File: config.mk
export PLATFORM = sky130hd
export DESIGN_NAME = mdu_flat
export DESIGN_NICKNAME = d
export VERILOG_FILES = /design/src/rtl/mdu_pkg.sv /design/src/rtl/mdu_if.sv /design/src/rtl/mdu_div.sv /design/src/rtl/mdu.sv /design/src/flat_wrapper.sv
export SDC_FILE = /design/constraint.sdc
export NUM_CORES = 2
export LEC_CHECK = 0
export CAP_MARGIN = 5
export CORE_ASPECT_RATIO = 0.75
export CORE_MARGIN = 5
export CORE_UTILIZATION = 30
export CTS_CLUSTER_DIAMETER = 60
export CTS_CLUSTER_SIZE = 20
export DETAILED_ROUTE_END_ITERATION = 8
export GPL_ROUTABILITY_DRIVEN = 0
export SLEW_MARGIN = 20
export SYNTH_ARGS = -nofsm -noshare
export SYNTH_HDL_FRONTEND = slang
export SYNTH_HIERARCHICAL = 1
export SYNTH_SLANG_ARGS = --single-unit
File: constraint.sdc
create_clock -name clk -period 7.65 [get_ports clk]
set_input_delay 1.1475 -clock clk [delete_from_list [all_inputs] [get_ports clk]]
set_output_delay 1.1475 -clock clk [all_outputs]
set_load 0.02 [all_outputs]
File: src/rtl/mdu_pkg.sv
// rtl/mdu_pkg.sv - shared FSM encodings and divide length for the MDU
package mdu_pkg;

    typedef enum logic [1:0] {
        ST_IDLE = 2'd0,
        ST_MUL  = 2'd1,
        ST_DIV  = 2'd2,
        ST_DONE = 2'd3
    } state_e;

    localparam int DIV_CYCLES = 32;
    localparam int CNT_W      = $clog2(DIV_CYCLES);

endpackage

File: src/rtl/mdu_if.sv
// rtl/mdu_if.sv - decode-stage request and HI/LO result bundle for the MDU
interface mdu_if;

    logic        mult;
    logic        div;
    logic        mdsign;
    logic [1:0]  mt_wen;
    logic [31:0] src_a;
    logic [31:0] src_b;
    logic        cancel;
    logic        stall;
    logic        done;
    logic [31:0] hi;
    logic [31:0] lo;

    modport master (
        output mult, div, mdsign, mt_wen, src_a, src_b, cancel,
        input  stall, done, hi, lo
    );

    modport slave (
        input  mult, div, mdsign, mt_wen, src_a, src_b, cancel,
        output stall, done, hi, lo
    );

endinterface

File: src/rtl/mdu_div.sv
// rtl/mdu_div.sv - iterative restoring divider, one quotient bit per cycle
module mdu_div
    import mdu_pkg::*;
(
    input  logic        clk,
    input  logic        resetn,
    input  logic        start_i,
    input  logic        cancel_i,
    input  logic        signed_i,
    input  logic [31:0] a_i,
    input  logic [31:0] b_i,
    output logic        done_o,
    output logic [31:0] quo_o,
    output logic [31:0] rem_o
);

    logic             run_q, run_d;
    logic [CNT_W-1:0] cnt_q, cnt_d;
    logic [31:0]      rem_q, rem_d;
    logic [31:0]      quo_q, quo_d;
    logic [31:0]      den_q, den_d;
    logic             qneg_q, qneg_d;
    logic             rneg_q, rneg_d;

    logic        a_neg, b_neg;
    logic [31:0] a_mag, b_mag;
    logic [32:0] shifted, diff;
    logic [31:0] rem_step, quo_step;
    logic        last;

    // One restoring step plus the final sign fix; the last step's result is
    // presented combinationally so the top can commit it on the same edge.
    always_comb begin
        a_neg   = signed_i & a_i[31];
        b_neg   = signed_i & b_i[31];
        a_mag   = a_neg ? (~a_i + 32'd1) : a_i;
        b_mag   = b_neg ? (~b_i + 32'd1) : b_i;
        shifted = {rem_q, quo_q[31]};
        diff    = shifted - {1'b0, den_q};
        if (diff[32]) begin
            rem_step = shifted[31:0];
            quo_step = {quo_q[30:0], 1'b0};
        end else begin
            rem_step = diff[31:0];
            quo_step = {quo_q[30:0], 1'b1};
        end
        last   = run_q & (cnt_q == CNT_W'(DIV_CYCLES - 1));
        done_o = last;
        quo_o  = qneg_q ? (~quo_step + 32'd1) : quo_step;
        rem_o  = rneg_q ? (~rem_step + 32'd1) : rem_step;

        run_d  = run_q;
        cnt_d  = cnt_q;
        rem_d  = rem_q;
        quo_d  = quo_q;
        den_d  = den_q;
        qneg_d = qneg_q;
        rneg_d = rneg_q;
        if (cancel_i) begin
            run_d = 1'b0;
        end else if (start_i) begin
            run_d  = 1'b1;
            cnt_d  = '0;
            rem_d  = '0;
            quo_d  = a_mag;
            den_d  = b_mag;
            qneg_d = a_neg ^ b_neg;
            rneg_d = a_neg;
        end else if (run_q) begin
            rem_d = rem_step;
            quo_d = quo_step;
            cnt_d = cnt_q + 1'b1;
            if (last) begin
                run_d = 1'b0;
            end
        end
    end

    // Divider state registers.
    always_ff @(posedge clk) begin
        if (!resetn) begin
            run_q  <= 1'b0;
            cnt_q  <= '0;
            rem_q  <= '0;
            quo_q  <= '0;
            den_q  <= '0;
            qneg_q <= 1'b0;
            rneg_q <= 1'b0;
        end else begin
            run_q  <= run_d;
            cnt_q  <= cnt_d;
            rem_q  <= rem_d;
            quo_q  <= quo_d;
            den_q  <= den_d;
            qneg_q <= qneg_d;
            rneg_q <= rneg_d;
        end
    end

endmodule

File: src/rtl/mdu.sv
// rtl/mdu.sv - multiply/divide unit with HI/LO registers and issue stall
module mdu
    import mdu_pkg::*;
(
    input  logic  clk,
    input  logic  resetn,
    mdu_if.slave  bus
);

    state_e      state_q, state_d;
    logic [31:0] hi_q, hi_d;
    logic [31:0] lo_q, lo_d;
    logic [31:0] a_q, a_d;
    logic [31:0] b_q, b_d;
    logic        sign_q, sign_d;

    logic               req, accept, div_start, div_done;
    logic [31:0]        div_quo, div_rem;
    logic signed [63:0] mul_a, mul_b, product;

    assign req       = bus.mult | bus.div;
    assign accept    = (state_q == ST_IDLE) & req & ~bus.cancel;
    assign div_start = accept & bus.div;

    assign bus.stall = resetn & (accept | (state_q == ST_MUL) | (state_q == ST_DIV));
    assign bus.done  = resetn & (state_q == ST_DONE);
    assign bus.hi    = hi_q;
    assign bus.lo    = lo_q;

    mdu_div u_div (
        .clk      (clk),
        .resetn   (resetn),
        .start_i  (div_start),
        .cancel_i (bus.cancel),
        .signed_i (bus.mdsign),
        .a_i      (bus.src_a),
        .b_i      (bus.src_b),
        .done_o   (div_done),
        .quo_o    (div_quo),
        .rem_o    (div_rem)
    );

    // Next state, operand latch and HI/LO update; cancel beats every write.
    always_comb begin
        state_d = state_q;
        hi_d    = hi_q;
        lo_d    = lo_q;
        a_d     = a_q;
        b_d     = b_q;
        sign_d  = sign_q;
        mul_a   = {{32{sign_q & a_q[31]}}, a_q};
        mul_b   = {{32{sign_q & b_q[31]}}, b_q};
        product = mul_a * mul_b;
        case (state_q)
            ST_IDLE: begin
                if (!bus.cancel) begin
                    if (req) begin
                        a_d     = bus.src_a;
                        b_d     = bus.src_b;
                        sign_d  = bus.mdsign;
                        state_d = bus.div ? ST_DIV : ST_MUL;
                    end else begin
                        if (bus.mt_wen[1]) hi_d = bus.src_a;
                        if (bus.mt_wen[0]) lo_d = bus.src_a;
                    end
                end
            end
            ST_MUL: begin
                if (bus.cancel) begin
                    state_d = ST_IDLE;
                end else begin
                    hi_d    = product[63:32];
                    lo_d    = product[31:0];
                    state_d = ST_DONE;
                end
            end
            ST_DIV: begin
                if (bus.cancel) begin
                    state_d = ST_IDLE;
                end else if (div_done) begin
                    hi_d    = div_rem;
                    lo_d    = div_quo;
                    state_d = ST_DONE;
                end
            end
            ST_DONE: state_d = ST_IDLE;
            default: state_d = ST_IDLE;
        endcase
    end

    // State, operand and HI/LO registers.
    always_ff @(posedge clk) begin
        if (!resetn) begin
            state_q <= ST_IDLE;
            hi_q    <= '0;
            lo_q    <= '0;
            a_q     <= '0;
            b_q     <= '0;
            sign_q  <= 1'b0;
        end else begin
            state_q <= state_d;
            hi_q    <= hi_d;
            lo_q    <= lo_d;
            a_q     <= a_d;
            b_q     <= b_d;
            sign_q  <= sign_d;
        end
    end

endmodule
File: src/flat_wrapper.sv
// flat-port wrapper written by rule: the top's interface ports become plain ports
module mdu_flat import mdu_pkg::*;
  (clk, resetn, bus_mult, bus_div, bus_mdsign, bus_mt_wen, bus_src_a, bus_src_b, bus_cancel, bus_stall, bus_done, bus_hi, bus_lo);
  mdu_if bus_i ();
  input  logic clk;
  input  logic resetn;
  input wire logic [$bits(bus_i.mult)-1:0] bus_mult;
  input wire logic [$bits(bus_i.div)-1:0] bus_div;
  input wire logic [$bits(bus_i.mdsign)-1:0] bus_mdsign;
  input wire logic [$bits(bus_i.mt_wen)-1:0] bus_mt_wen;
  input wire logic [$bits(bus_i.src_a)-1:0] bus_src_a;
  input wire logic [$bits(bus_i.src_b)-1:0] bus_src_b;
  input wire logic [$bits(bus_i.cancel)-1:0] bus_cancel;
  output wire logic [$bits(bus_i.stall)-1:0] bus_stall;
  output wire logic [$bits(bus_i.done)-1:0] bus_done;
  output wire logic [$bits(bus_i.hi)-1:0] bus_hi;
  output wire logic [$bits(bus_i.lo)-1:0] bus_lo;
  assign bus_i.mult = bus_mult;
  assign bus_i.div = bus_div;
  assign bus_i.mdsign = bus_mdsign;
  assign bus_i.mt_wen = bus_mt_wen;
  assign bus_i.src_a = bus_src_a;
  assign bus_i.src_b = bus_src_b;
  assign bus_i.cancel = bus_cancel;
  assign bus_stall = bus_i.stall;
  assign bus_done = bus_i.done;
  assign bus_hi = bus_i.hi;
  assign bus_lo = bus_i.lo;
  mdu u_core (.clk(clk), .resetn(resetn), .bus(bus_i));
endmodule
==> results_dict.tcl <==
set metrics [dict create \
    leakagePower_nw 29.3 \
    path_common_cell "fa_1" \
    cts_made_buffers 21 \
    worstPathArrival_ps 8200 \
    min_period_over_period 1.00 \
    clock_sinks 235 \
    vias 45300 \
    violations "negative setup slack" \
    portBuffers 137 \
    cts_buffer_depth 3 \
    rsz0062_at_grt "true" \
    ys_warn_count 6 \
    worst_hold_path_type "flop to flop" \
    end_kind "flop" \
    synth.top_cell.area_share 0.419 \
    slowest_delay_ps 590 \
    die_y_um 377 \
    critPathSlowestCell "a311oi_1" \
    synth_area_um2 53800 \
    synthArstFlopShare 0 \
    wl_um 184000 \
    syn_to_final_growth_pct 18.8 \
    path_max_fanout 8 \
    die_area_um2 188000 \
    tightest_slew_ps 1170 \
    setup_ws_ps -10.0 \
    avgSynthCellArea_um2 8.56 \
    finClkSkew_ps 38.7 \
    finalMaxSlewViolations 0 \
    antenna_found_initial 6 \
    syn-num-nets 7738 \
    fmax_ghz 0.131 \
    synth_area_leaders "fa_1, dfxtp_1, inv_1" \
    final_common_cell "inv_1" \
    synth_edf_count 0 \
    multi_input_area_um2 44100 \
    cts_tree "done" \
    routedWlPerCell_um 20.5 \
    dpl_cell_area_um2 61000 \
    grt_max_degree 142 \
    overflow 0 \
    power_density_nw_per_um2 187 \
    finalCriticalPeriod_ps 7660 \
    synth_cell_types 96 \
    startpoint_type "flop" \
    grt_pass1_wl_um 276000 \
    htree_levels 1 \
    postCtsHoldBufs 0 \
    status "finished, violations left" \
    hold_viol 0 \
    ys_seq_area_frac 0.0875 \
    synth_area_leader_cell "fa_1" \
    syn-instance-count 6285 \
    core-area_um2 178000 \
    initial_core_util 0.302 \
    report.power.total_mw 11.9 \
    drive_gt1_frac 0.129 \
    grt_use_total 0.186 \
    setup-violations-final 1 \
    ys_ff_latch 235 \
    dp_hpwl_um 147000 \
    final_cell_mix "inv_1, fa_1, nand2_1, buf_4, and2_1" \
    num_rows 134 \
    synth_ff_type "dfxtp_1" \
    ir_worst_vdd_uv 280 \
    slew_headroom 0.215 \
    firstDrtPassIters 6 \
    seqCellArea_um2 4790 \
    via_per_inst 5.05 \
    clkLatencyLatePin_ps 600 \
    fin_nets 8033 \
    drt_iter0_markers 4257 \
    design_area_um2 63900 \
    grt_pass1_vias 46000 \
    die_w_um 499 \
    fill_cells 18200 \
    ioPinCount 138 \
    timing_worst_setup_path_type "flop to flop" \
    critical_path_required_ps 8190 \
    drc 0 \
    cts_root_buffer "clkbuf_16" \
    drv_cap 0 \
    antenna_left 0 \
    path_clk_slew_ps 100 \
]
-- flip-flops by register name, summed over array words and instances, names as in the netlist, 2 cells and up --
register and cells:
u_core/b_q 32, u_core/u_div/quo_q 32, u_core/u_div/den_q 32, u_core/u_div/rem_q 32, u_core/bus.hi 32, u_core/state_q 2
u_core/a_q 32, u_core/u_div/cnt_q 5, u_core/bus.lo 32
-- synth_stat cells, types with 54 or more instances --
| library cell | n |
|---|---|
| inv_1 | 1194 |
| fa_1 | 1126 |
| nand2_1 | 1091 |
| and2_1 | 387 |
| clkbuf_1 | 348 |
| ha_1 | 255 |
| dfxtp_1 | 235 |
| a21oi_1 | 191 |
| nor2_1 | 178 |
| o21ai_0 | 142 |
| xnor2_1 | 136 |
| a21boi_0 | 85 |
| xor2_1 | 67 |
| nor2b_1 | 66 |
| nand3_1 | 59 |
| nor3_1 | 54 |
-- path summary, 6_finish.rpt --
kind	start	end	slack [ps]	depth (start not counted)
max	u_core/b_q[11]	u_core/bus.lo[23]	-10	30
min	u_core/bus.lo[28]	u_core/bus.lo[28]	470	2
max reg2reg	u_core/b_q[11]	u_core/bus.lo[23]	-10	30
min reg2reg	u_core/bus.lo[28]	u_core/bus.lo[28]	470	2
-- area by class of cell --
type | instances | area share
repair buffers | 662 | 0.106
well taps | 2380 | 0.0466
clock inverters | 12 | 0.00262
diodes | 2 | 0.0000783
clock buffers | 22 | 0.00828
flip-flops and latches | 235 | 0.0750
multi-input cells | 4464 | 0.691
inverters | 1196 | 0.0705
-- where the power goes --
| group | total (mW) | switching, mW | internal [mW] |
|---|---|---|---|
| sequential | 1.73 | 0.259 | 1.47 |
| combinational | 9.02 | 5.64 | 3.38 |
| clock | 1.18 | 0.640 | 0.540 |
| total | 11.9 | 6.53 | 5.39 |
-- through the flow --
step	setup TNS, ps	setup WS (ps)	instances	utilization	hold WS [ps]
5_1_grt	-1350	-141	8971	0.359	498
3_3_place_gp	-6670	-516	8868	0.342	460
3_5_place_dp	-7680	-506	8868	0.342	460
4_1_cts	-54.7	-34.4	8911	0.348	472
2_1_floorplan	-43.6	-43.6	6285	-	443
6_report	-10.0	-10.0	8973	0.359	474
-- layer usage --
metal | GRT usage | wire length, um | part of all wire
met1 | 0.273 | 80600 | 0.44
met5 | 0 | 13 | 0.000071
met4 | 0.0460 | 5570 | 0.030
met2 | 0.283 | 78700 | 0.43
met3 | 0.0358 | 18900 | 0.10
-- critical path, delay by kind of cell, from the launching register on --
kind | cells | cell delay (ps)
AO/OA/AOI/OAI | 7 | 1680
XOR/XNOR | 1 | 230
adder cells (fa/ha/maj) | 9 | 3870
buffers and inverters | 10 | 990
flip-flops | 1 | 370
AND/OR/NAND/NOR | 3 | 410
-- what timing repair did --
action | CTS | global route
setup buffers | 9 | 47
endpoints found under the setup margin | 35 | 39
pin swaps | 14 | 113
endpoints found under the hold margin | 0 | 0
gates cloned | 0 | 15
gates resized for setup | 56 | 273
-- logic make-up after synthesis --
family,share of synthesized area
and+or+nand+nor,0.175
buffers and inverters,0.113
adders and majority gates,0.478
AOI/OAI and AO/OA,0.111
DFF,0.0875
xor gates and xnor gates,0.0331
muxes,0.00265
Power figures use the tool's default switching activity.
